<file path="src/rtl/ysyx_25040109_pkg.sv">
// Shared definitions for the load-store unit: FSM state encoding, access size codes
// and the request legality check.
package ysyx_25040109_pkg;

    typedef enum logic [2:0] {
        LSU_IDLE  = 3'd0,
        LSU_RADDR = 3'd1,
        LSU_RDATA = 3'd2,
        LSU_WRITE = 3'd3,
        LSU_RESP  = 3'd4
    } lsu_state_e;

    localparam logic [1:0] SZ_B = 2'd0;
    localparam logic [1:0] SZ_H = 2'd1;
    localparam logic [1:0] SZ_W = 2'd2;

    // True when the access can never reach the bus: misaligned, or size code 3.
    function automatic logic req_is_bad(input logic [1:0] size, input logic [1:0] addr_lo);
        logic bad;
        case (size)
            SZ_B:    bad = 1'b0;
            SZ_H:    bad = addr_lo[0];
            SZ_W:    bad = (addr_lo != 2'b00);
            default: bad = 1'b1;
        endcase
        return bad;
    endfunction

endpackage

</file>
<file path="src/rtl/ysyx_25040109_lsu_align.sv">
// Lane logic for the LSU: store byte-enable mask and load extract/sign-extend.
// Purely combinational; the data path is fixed at 32 bits.
module ysyx_25040109_lsu_align
    import ysyx_25040109_pkg::*;
(
    input  logic [1:0]  size_i,
    input  logic        unsigned_i,
    input  logic [1:0]  addr_lo_i,
    input  logic [31:0] rdata_i,
    output logic [3:0]  wmask_o,
    output logic [31:0] ld_data_o
);

    logic [7:0]  lane [4];
    logic [7:0]  byte_sel;
    logic [15:0] half_sel;

    for (genvar gi = 0; gi < 4; gi++) begin : g_lane
        assign lane[gi] = rdata_i[gi*8 +: 8];
    end

    assign byte_sel = lane[addr_lo_i];
    // Halves are only ever aligned here, so addr_lo_i[1] alone picks the half.
    assign half_sel = addr_lo_i[1] ? rdata_i[31:16] : rdata_i[15:0];

    always_comb begin
        wmask_o   = 4'b0000;
        ld_data_o = 32'd0;
        case (size_i)
            SZ_B: begin
                wmask_o   = 4'b0001 << addr_lo_i;
                ld_data_o = {{24{~unsigned_i & byte_sel[7]}}, byte_sel};
            end
            SZ_H: begin
                wmask_o   = 4'b0011 << addr_lo_i;
                ld_data_o = {{16{~unsigned_i & half_sel[15]}}, half_sel};
            end
            SZ_W: begin
                wmask_o   = 4'b1111;
                ld_data_o = rdata_i;
            end
            default: ;
        endcase
    end

endmodule

</file>
<file path="src/rtl/ysyx_25040109_lsu.sv">
// Load-store unit bus initiator: one outstanding load/store over AR/R and AW/W channels.
// Define YSYX_25040109_LSU_TIMEOUT_EN to add a bus watchdog that ends stalled accesses with an error.
module ysyx_25040109_lsu
    import ysyx_25040109_pkg::*;
#(
    parameter int ADDR_W         = 32,
    parameter int DATA_W         = 32,
    parameter int TIMEOUT_CYCLES = 255
) (
    input  logic              clk,
    input  logic              rst,
    input  logic              req_valid,
    output logic              req_ready,
    input  logic              req_wen,
    input  logic [ADDR_W-1:0] req_addr,
    input  logic [DATA_W-1:0] req_wdata,
    input  logic [1:0]        req_size,
    input  logic              req_unsigned,
    output logic              resp_valid,
    input  logic              resp_ready,
    output logic [DATA_W-1:0] resp_rdata,
    output logic              resp_err,
    output logic [ADDR_W-1:0] dmem_araddr,
    output logic              dmem_arvalid,
    input  logic              dmem_arready,
    input  logic [DATA_W-1:0] dmem_rdata,
    input  logic              dmem_rvalid,
    output logic              dmem_rready,
    output logic [ADDR_W-1:0] dmem_awaddr,
    output logic              dmem_awvalid,
    input  logic              dmem_awready,
    output logic [DATA_W-1:0] dmem_wdata,
    output logic [3:0]        dmem_wmask,
    output logic              dmem_wen,
    output logic              dmem_wvalid,
    input  logic              dmem_wready
);

    if (DATA_W != 32 || TIMEOUT_CYCLES < 1) begin : g_bad_params
        $error("ysyx_25040109_lsu: DATA_W must be 32 and TIMEOUT_CYCLES at least 1");
    end

    lsu_state_e        state_q, state_d;
    logic [ADDR_W-1:0] addr_q, addr_d;
    logic [DATA_W-1:0] wdata_q, wdata_d;
    logic [1:0]        size_q, size_d;
    logic              uns_q, uns_d;
    logic              aw_done_q, aw_done_d;
    logic              w_done_q, w_done_d;
    logic [DATA_W-1:0] rdata_q, rdata_d;
    logic              err_q, err_d;
    logic [31:0]       ld_data;

    ysyx_25040109_lsu_align u_align (
        .size_i     (size_q),
        .unsigned_i (uns_q),
        .addr_lo_i  (addr_q[1:0]),
        .rdata_i    (dmem_rdata),
        .wmask_o    (dmem_wmask),
        .ld_data_o  (ld_data)
    );

    // Every handshake output decodes from registered state only, so reset clears them at once.
    assign req_ready    = (state_q == LSU_IDLE);
    assign resp_valid   = (state_q == LSU_RESP);
    assign resp_rdata   = rdata_q;
    assign resp_err     = err_q;
    assign dmem_araddr  = addr_q;
    assign dmem_arvalid = (state_q == LSU_RADDR);
    assign dmem_rready  = (state_q == LSU_RDATA);
    assign dmem_awaddr  = addr_q;
    assign dmem_awvalid = (state_q == LSU_WRITE) && !aw_done_q;
    assign dmem_wvalid  = (state_q == LSU_WRITE) && !w_done_q;
    assign dmem_wen     = dmem_wvalid;
    assign dmem_wdata   = wdata_q;

`ifdef YSYX_25040109_LSU_TIMEOUT_EN
    logic [15:0] tmo_q, tmo_d;
    logic        tmo_hit;
    logic        bus_wait;

    assign bus_wait = (state_q == LSU_RADDR) || (state_q == LSU_RDATA) || (state_q == LSU_WRITE);
    assign tmo_hit  = bus_wait && (tmo_q == 16'(TIMEOUT_CYCLES - 1));
`endif

    always_comb begin
        state_d   = state_q;
        addr_d    = addr_q;
        wdata_d   = wdata_q;
        size_d    = size_q;
        uns_d     = uns_q;
        aw_done_d = aw_done_q;
        w_done_d  = w_done_q;
        rdata_d   = rdata_q;
        err_d     = err_q;
        case (state_q)
            LSU_IDLE: begin
                if (req_valid) begin
                    addr_d    = req_addr;
                    wdata_d   = req_wdata;
                    size_d    = req_size;
                    uns_d     = req_unsigned;
                    aw_done_d = 1'b0;
                    w_done_d  = 1'b0;
                    rdata_d   = '0;
                    err_d     = 1'b0;
                    if (req_is_bad(req_size, req_addr[1:0])) begin
                        err_d   = 1'b1;
                        state_d = LSU_RESP;
                    end else if (req_wen) begin
                        state_d = LSU_WRITE;
                    end else begin
                        state_d = LSU_RADDR;
                    end
                end
            end
            LSU_RADDR: begin
                if (dmem_arready) state_d = LSU_RDATA;
            end
            LSU_RDATA: begin
                if (dmem_rvalid) begin
                    rdata_d = ld_data;
                    state_d = LSU_RESP;
                end
            end
            LSU_WRITE: begin
                aw_done_d = aw_done_q | dmem_awready;
                w_done_d  = w_done_q | dmem_wready;
                if (aw_done_d && w_done_d) state_d = LSU_RESP;
            end
            LSU_RESP: begin
                if (resp_ready) state_d = LSU_IDLE;
            end
            default: state_d = LSU_IDLE;
        endcase
`ifdef YSYX_25040109_LSU_TIMEOUT_EN
        // A handshake completing on the final cycle still wins over the watchdog.
        if (tmo_hit && (state_d == state_q)) begin
            state_d = LSU_RESP;
            err_d   = 1'b1;
            rdata_d = '0;
        end
        tmo_d = (bus_wait && (state_d == state_q)) ? tmo_q + 16'd1 : 16'd0;
`endif
    end

    always_ff @(posedge clk or negedge rst) begin
        if (!rst) begin
            state_q   <= LSU_IDLE;
            addr_q    <= '0;
            wdata_q   <= '0;
            size_q    <= 2'd0;
            uns_q     <= 1'b0;
            aw_done_q <= 1'b0;
            w_done_q  <= 1'b0;
            rdata_q   <= '0;
            err_q     <= 1'b0;
        end else begin
            state_q   <= state_d;
            addr_q    <= addr_d;
            wdata_q   <= wdata_d;
            size_q    <= size_d;
            uns_q     <= uns_d;
            aw_done_q <= aw_done_d;
            w_done_q  <= w_done_d;
            rdata_q   <= rdata_d;
            err_q     <= err_d;
        end
    end

`ifdef YSYX_25040109_LSU_TIMEOUT_EN
    always_ff @(posedge clk or negedge rst) begin
        if (!rst) tmo_q <= 16'd0;
        else      tmo_q <= tmo_d;
    end
`endif

endmodule

</file>
<file path="config.mk">
export PLATFORM = sky130hd
export DESIGN_NAME = ysyx_25040109_lsu
export DESIGN_NICKNAME = d
export VERILOG_FILES = /design/src/rtl/ysyx_25040109_pkg.sv /design/src/rtl/ysyx_25040109_lsu_align.sv /design/src/rtl/ysyx_25040109_lsu.sv
export SDC_FILE = /design/constraint.sdc
export NUM_CORES = 1
export LEC_CHECK = 0
export ABC_AREA = 1
export CAP_MARGIN = 15
export CORE_MARGIN = 8
export CORE_UTILIZATION = 46
export CTS_CLUSTER_SIZE = 20
export DETAILED_ROUTE_END_ITERATION = 12
export GPL_ROUTABILITY_DRIVEN = 0
export HOLD_SLACK_MARGIN = 0.15
export PLACE_DENSITY_LB_ADDON = 0.05
export SYNTH_ARGS = -nofsm -noshare
export SYNTH_HDL_FRONTEND = slang
export SYNTH_SLANG_ARGS = --single-unit
export TNS_END_PERCENT = 1
</file>
<file path="constraint.sdc">
create_clock -name clk -period 3.9 [get_ports clk]
set_clock_uncertainty 0.05 [all_clocks]
set_input_delay 0.78 -clock clk [delete_from_list [all_inputs] [get_ports clk]]
set_output_delay 0.78 -clock clk [all_outputs]
set_load 0.1 [all_outputs]
</file>
==> impl_metrics.toml, run 1 <==
[drt]
route.antenna.remaining_nets = 0
drt_wl_total_um = 17420
wire_per_inst_um = 15.69
drt_iter0_drc = 413
drc = 0
vias = 5361
routed_via_density = 4.830
drtPass1Iterations = 6

[worst_setup_path]
cp-end-kind = "output port"
r2r-end = "resp_rdata[29]"
path_max_fanout = 6
worstReg2RegStart = "state_q[0]"
critPathRequiredTime_ps = 3070
arrival_ps = 2280
path_cells = "nor3_1, clkdlybuf4s50_1"
cpPeakStageDelay_ps = 1190
path_class = "flop to output port"
cp_slowest_cell = "clkdlybuf4s50_1"
reg2reg_depth = 9
startpoint_type = "flop"
r2r_setup_slack_ps = 1620

[clock_tree]
cts_sinks = 105
cts.clk_slew.worst_paths_ps = 70
cts_max_level = 3
insertion_delay_ps = 350
post_cts_resized = 0
cts_setup_buffers = 0
cts_tree = "built"
cts_hold_buf = 0
clock_path_buffers = 2
cts_root_buf = "clkbuf_16"
cts-buffers-inserted = 9

[status]
status = "finished clean"

[die]
core_region_area_mm2 = 0.01186
start_util_pct = 46.50
row_count = 40
die_h_um = 125.5
die_x_um = 125.5
die-area_mm2 = 0.01575
ios = 248

[sta]
clock.fmax_mhz = 322.0
rsz0062_at_grt = "false"
fin_crit_sh_pct = 79.64
setup_violations = 0
relSlewSlack_pct = 28.13
tightest_slew_ps = 1076
drv_slew = 0
finalHoldViolCount = 0
setup_tns_ps = 0
period_needed_ps = 3106

[grt]
grt_overflow = 0
grt_usage_pct = 22.37
grt_max_degree = 72
grt_first_pass_wirelength_um = 28380
grt_antenna_before_repair = 0
grt_pass1_vias = 5595

[yosys]
synth_compound_area_share_pct = 3.721
synth-simple-area-share_pct = 35.34
syn_nets = 872
yosys.area_share.adder_pct = 0
synth.top_cell.area_share_pct = 47.64
synthXorXnorAreaFrac_pct = 0
ys_ff_latch = 105
ys_types = 24
synth_top_family_by_area = "simple AND/OR/NAND/NOR gates"
synthMuxAreaShare_pct = 0
synthCells = 764
ys_seq_area_share_pct = 47.64
netlist_top_cells_area = "dfrtp_1 (48%), nand2_1 (30%), buf_4 (4.9%)"
synth_top_cell_by_area = "dfrtp_1"
syn_area_mm2 = 0.005515
yosys_warnings = 0
syn_area_per_cell_um2 = 7.219

[layout]
finalNetCount = 1067
syn_to_final_growth_pct = 44.58
drive_gt1_share_pct = 6.231
final_cell_mix = "nand2_1 (437), clkdlybuf4s50_1 (232), dfrtp_1 (105)"
design_area_mm2 = 0.007974
n_antenna_cell = 0
num-fill-cells = 1060
final_common_cell = "nand2_1"
fin_util_pct = 67.23

[min_path]
min_path_type = "primary input to asynchronous set/reset pin"

[run]
cap_violations = 0

[placed_design]
io_buffers = 247
hpwl_um = 12990
dpl_cell_area_mm2 = 0.007704
## synth_stat cells (all sizes together)
cell / count
a31oi: 1
clkbuf: 8
dfrtp: 105
buf: 59
nand3: 28
nand2: 445
o31ai: 1
nor3: 2
inv: 68
nor2: 13
a22oi: 8
nand3b: 2
a21oi: 3
o21ai: 21
## flip-flops by register name (all words and copies together), names as in the netlist
register	cells
dmem_araddr	32
resp_err	1
w_done_q	1
resp_rdata	32
uns_q	1
dmem_wdata	32
state_q	3
aw_done_q	1
size_q	2
## logic make-up after synthesis
logic type | after synthesis
and+or+nand+nor | 490
buffers and inverters | 135
AOI/OAI and AO/OA | 34
DFF | 105
## routing by layer
layer  GRT usage, %  part of all wire (%)  up-vias
met1          23.87                    38     2476
li1               -                     -     2636
met2          37.41                    48      218
met4          8.883                   2.4        0
met3          10.75                    12       31
met5              0                     0        -
## critical path: cells and delay by family, from the launching register on
kind	cells	cell delay, ps
AND/OR/NAND/NOR	1	270
buffers and inverters	1	1190
flip-flops	1	460
## through the flow
step | hold slack [ps] | setup slack [ps] | std cells
floorplan | 434.4 | -543.4 | 764
global placement | 412.7 | 1137 | 1095
detailed placement | 415.1 | 1045 | 1095
CTS | 424.7 | 823.8 | 1110
global route | 451.6 | 633.0 | 1110
finish | 395.4 | 794.1 | 1110
## layout make-up
| class | instances | area (um2) | share of cell area, % |
|---|---|---|---|
| multi-input combinational | 524 | 2160 | 27.08 |
| clock inverter | 5 | 41.29 | 0.5178 |
| timing repair buffer | 251 | 2477 | 31.07 |
| clock buffer | 10 | 229.0 | 2.871 |
| sequential | 105 | 2628 | 32.95 |
| inverter | 68 | 255.2 | 3.201 |
| tap | 147 | 183.9 | 2.307 |
## how the worst max path moves through the flow
stage / start / endpoint / cells past startpoint
floorplan: dmem_araddr[0] / dmem_wmask[3] / 4
global placement: req_valid / resp_rdata[24] / 7
detailed placement: req_valid / resp_rdata[25] / 7
CTS: size_q[1] / dmem_wmask[2] / 5
global route: size_q[1] / dmem_wmask[2] / 5
finish: state_q[0] / resp_valid / 2
Power of run 1 is not shown: default switching activity piles up to over one toggle a cycle in this logic, so the estimate is an artifact.
==> run 2: changes to the inputs <==
--- a/config.mk
+++ b/config.mk
@@ -8,7 +8,7 @@
 export ABC_AREA = 1
 export CAP_MARGIN = 15
 export CORE_MARGIN = 8
-export CORE_UTILIZATION = 46
+export CORE_UTILIZATION = 42
 export CTS_CLUSTER_SIZE = 20
 export DETAILED_ROUTE_END_ITERATION = 12
 export GPL_ROUTABILITY_DRIVEN = 0
==> constraint.sdc (replaced) <==
create_clock -name clk -period 2.99 [get_ports clk]
set_clock_uncertainty 0.05 [all_clocks]
set_input_delay 0.598 -clock clk [delete_from_list [all_inputs] [get_ports clk]]
set_output_delay 0.598 -clock clk [all_outputs]
set_load 0.1 [all_outputs]
==> run 2 against run 1 <==
Global-route usage shrank 2.1 points. Hold slack lost 220 ps. Non-clock buffer count grew 3. Highest routed layer unchanged. Clock-buffer cell count is the same. Flip-flop and latch count is the same. Via count shrank 0.13%. Critical endpoint is now dmem_wmask[2]. Wire length grew 0.34%. Worst setup slack lost 370 ps. Register-to-register slack lost 550 ps.
==> impl_metrics.toml, run 2 (synthesis results as in run 1) <==
[sta]
drv_slew = 0
finalHoldViolCount = 0
setup_violations = 0
rsz0062_at_grt = "false"
setup_tns_ps = 0
fin_crit_sh_pct = 85.80
clock.fmax_mhz = 389.8
relSlewSlack_pct = 61.88
tightest_slew_ps = 569.6
period_needed_ps = 2566

[drt]
routed_via_density = 4.684
route.antenna.remaining_nets = 0
drt_iter0_drc = 255
drc = 0
wire_per_inst_um = 15.29
vias = 5354
drtPass1Iterations = 5
drt_wl_total_um = 17470

[worst_setup_path]
cp-end-kind = "output port"
cpPeakStageDelay_ps = 620
critPathRequiredTime_ps = 2340
path_class = "flop to output port"
path_cells = "inv_2, nor2_4, inv_1, a31oi_2, buf_12"
path_buf_inv = 3
cp_slowest_cell = "dfrtp_1"
startpoint_type = "flop"
critPathTopFamily = "flip-flops"
path_max_fanout = 7
arrival_ps = 1920

[clock_tree]
clock_path_buffers = 2
cts_sinks = 105
cts-buffers-inserted = 9
cts_tree = "built"
cts_root_buf = "clkbuf_16"
cts_setup_buffers = 0
cts.clk_slew.worst_paths_ps = 70
cts_max_level = 3
post_cts_resized = 0
cts_hold_buf = 0
insertion_delay_ps = 340

[placed_design]
hpwl_um = 13180
place_inst = 1127
io_buffers = 247

[grt]
gr-max-usage-layer = "met2"
grt_first_pass_wirelength_um = 27210
met3_usage_pct = 8.523
grt_max_degree = 66
grt_pass1_vias = 5569
grt_usage_pct = 20.30
grt_use_met2_pct = 34.92
grt_overflow = 0
grt_antenna_before_repair = 0
use_met1_pct = 22.46

[run]
cap_violations = 0

[status]
status = "finished clean"

[min_path]
min_path_type = "primary input to asynchronous set/reset pin"

[die]
start_util_pct = 42.32
core_region_area_mm2 = 0.01303
die_h_um = 130.6
ios = 248
die_x_um = 130.6
die-area_mm2 = 0.01706
row_count = 42

[layout]
drive_gt1_share_pct = 20.06
final_common_cell = "nand2_1"
layout.cells.non_filler = 1143
n_antenna_cell = 0
syn_to_final_growth_pct = 42.33
finalNetCount = 1070
final_cell_mix = "nand2_1 (437), buf_4 (142), clkdlybuf4s50_1 (106)"
run 2: layout make-up:
cell class / instances / area [um2]
multi-input combinational: 524 / 2182
clock buffer: 10 / 239.0
clock inverter: 6 / 78.83
tap: 176 / 220.2
timing repair buffer: 254 / 2247
fill: 1219 / 5182
inverter: 68 / 255.2
sequential: 105 / 2628
run 2: final timing paths:
check / slack, ps / to / start / cells after the start
min: 180 / resp_rdata[4] / rst / 1
min in group clk: 430 / dmem_wdata[14] / dmem_wdata[14] / 2
max reg2reg: 1070 / dmem_araddr[1] / state_q[1] / 7
max in group asynchronous: 1980 / resp_rdata[31] / rst / 2
min reg2reg: 430 / dmem_wdata[14] / dmem_wdata[14] / 2
max: 420 / dmem_wmask[2] / size_q[1] / 5
run 2: layer usage:
| layer | part of all wire, % | up-vias | routed length, um |
|---|---|---|---|
| li1 | - | 2649 | - |
| met5 | 0 | - | 0 |
| met1 | 38 | 2484 | 6650 |
| met2 | 50 | 204 | 8726 |
| met3 | 11 | 17 | 1861 |
| met4 | 1.3 | 0 | 234 |
run 2: through the flow:
stage | utilization [%] | instance area, um2 | setup WS (ps) | hold slack, ps
after detailed placement | 57.80 | 7532 | 699.0 | 416.6
after CTS | 60.23 | 7850 | 424.0 | 193.7
after floorplan | - | 5543 | -219.4 | 252.4
after global placement | 57.80 | 7532 | 723.5 | 413.4
final | 60.23 | 7850 | 424.5 | 175.9
after global routing | 60.23 | 7850 | 324.6 | 214.0
Power of run 2 is left out for the same reason.
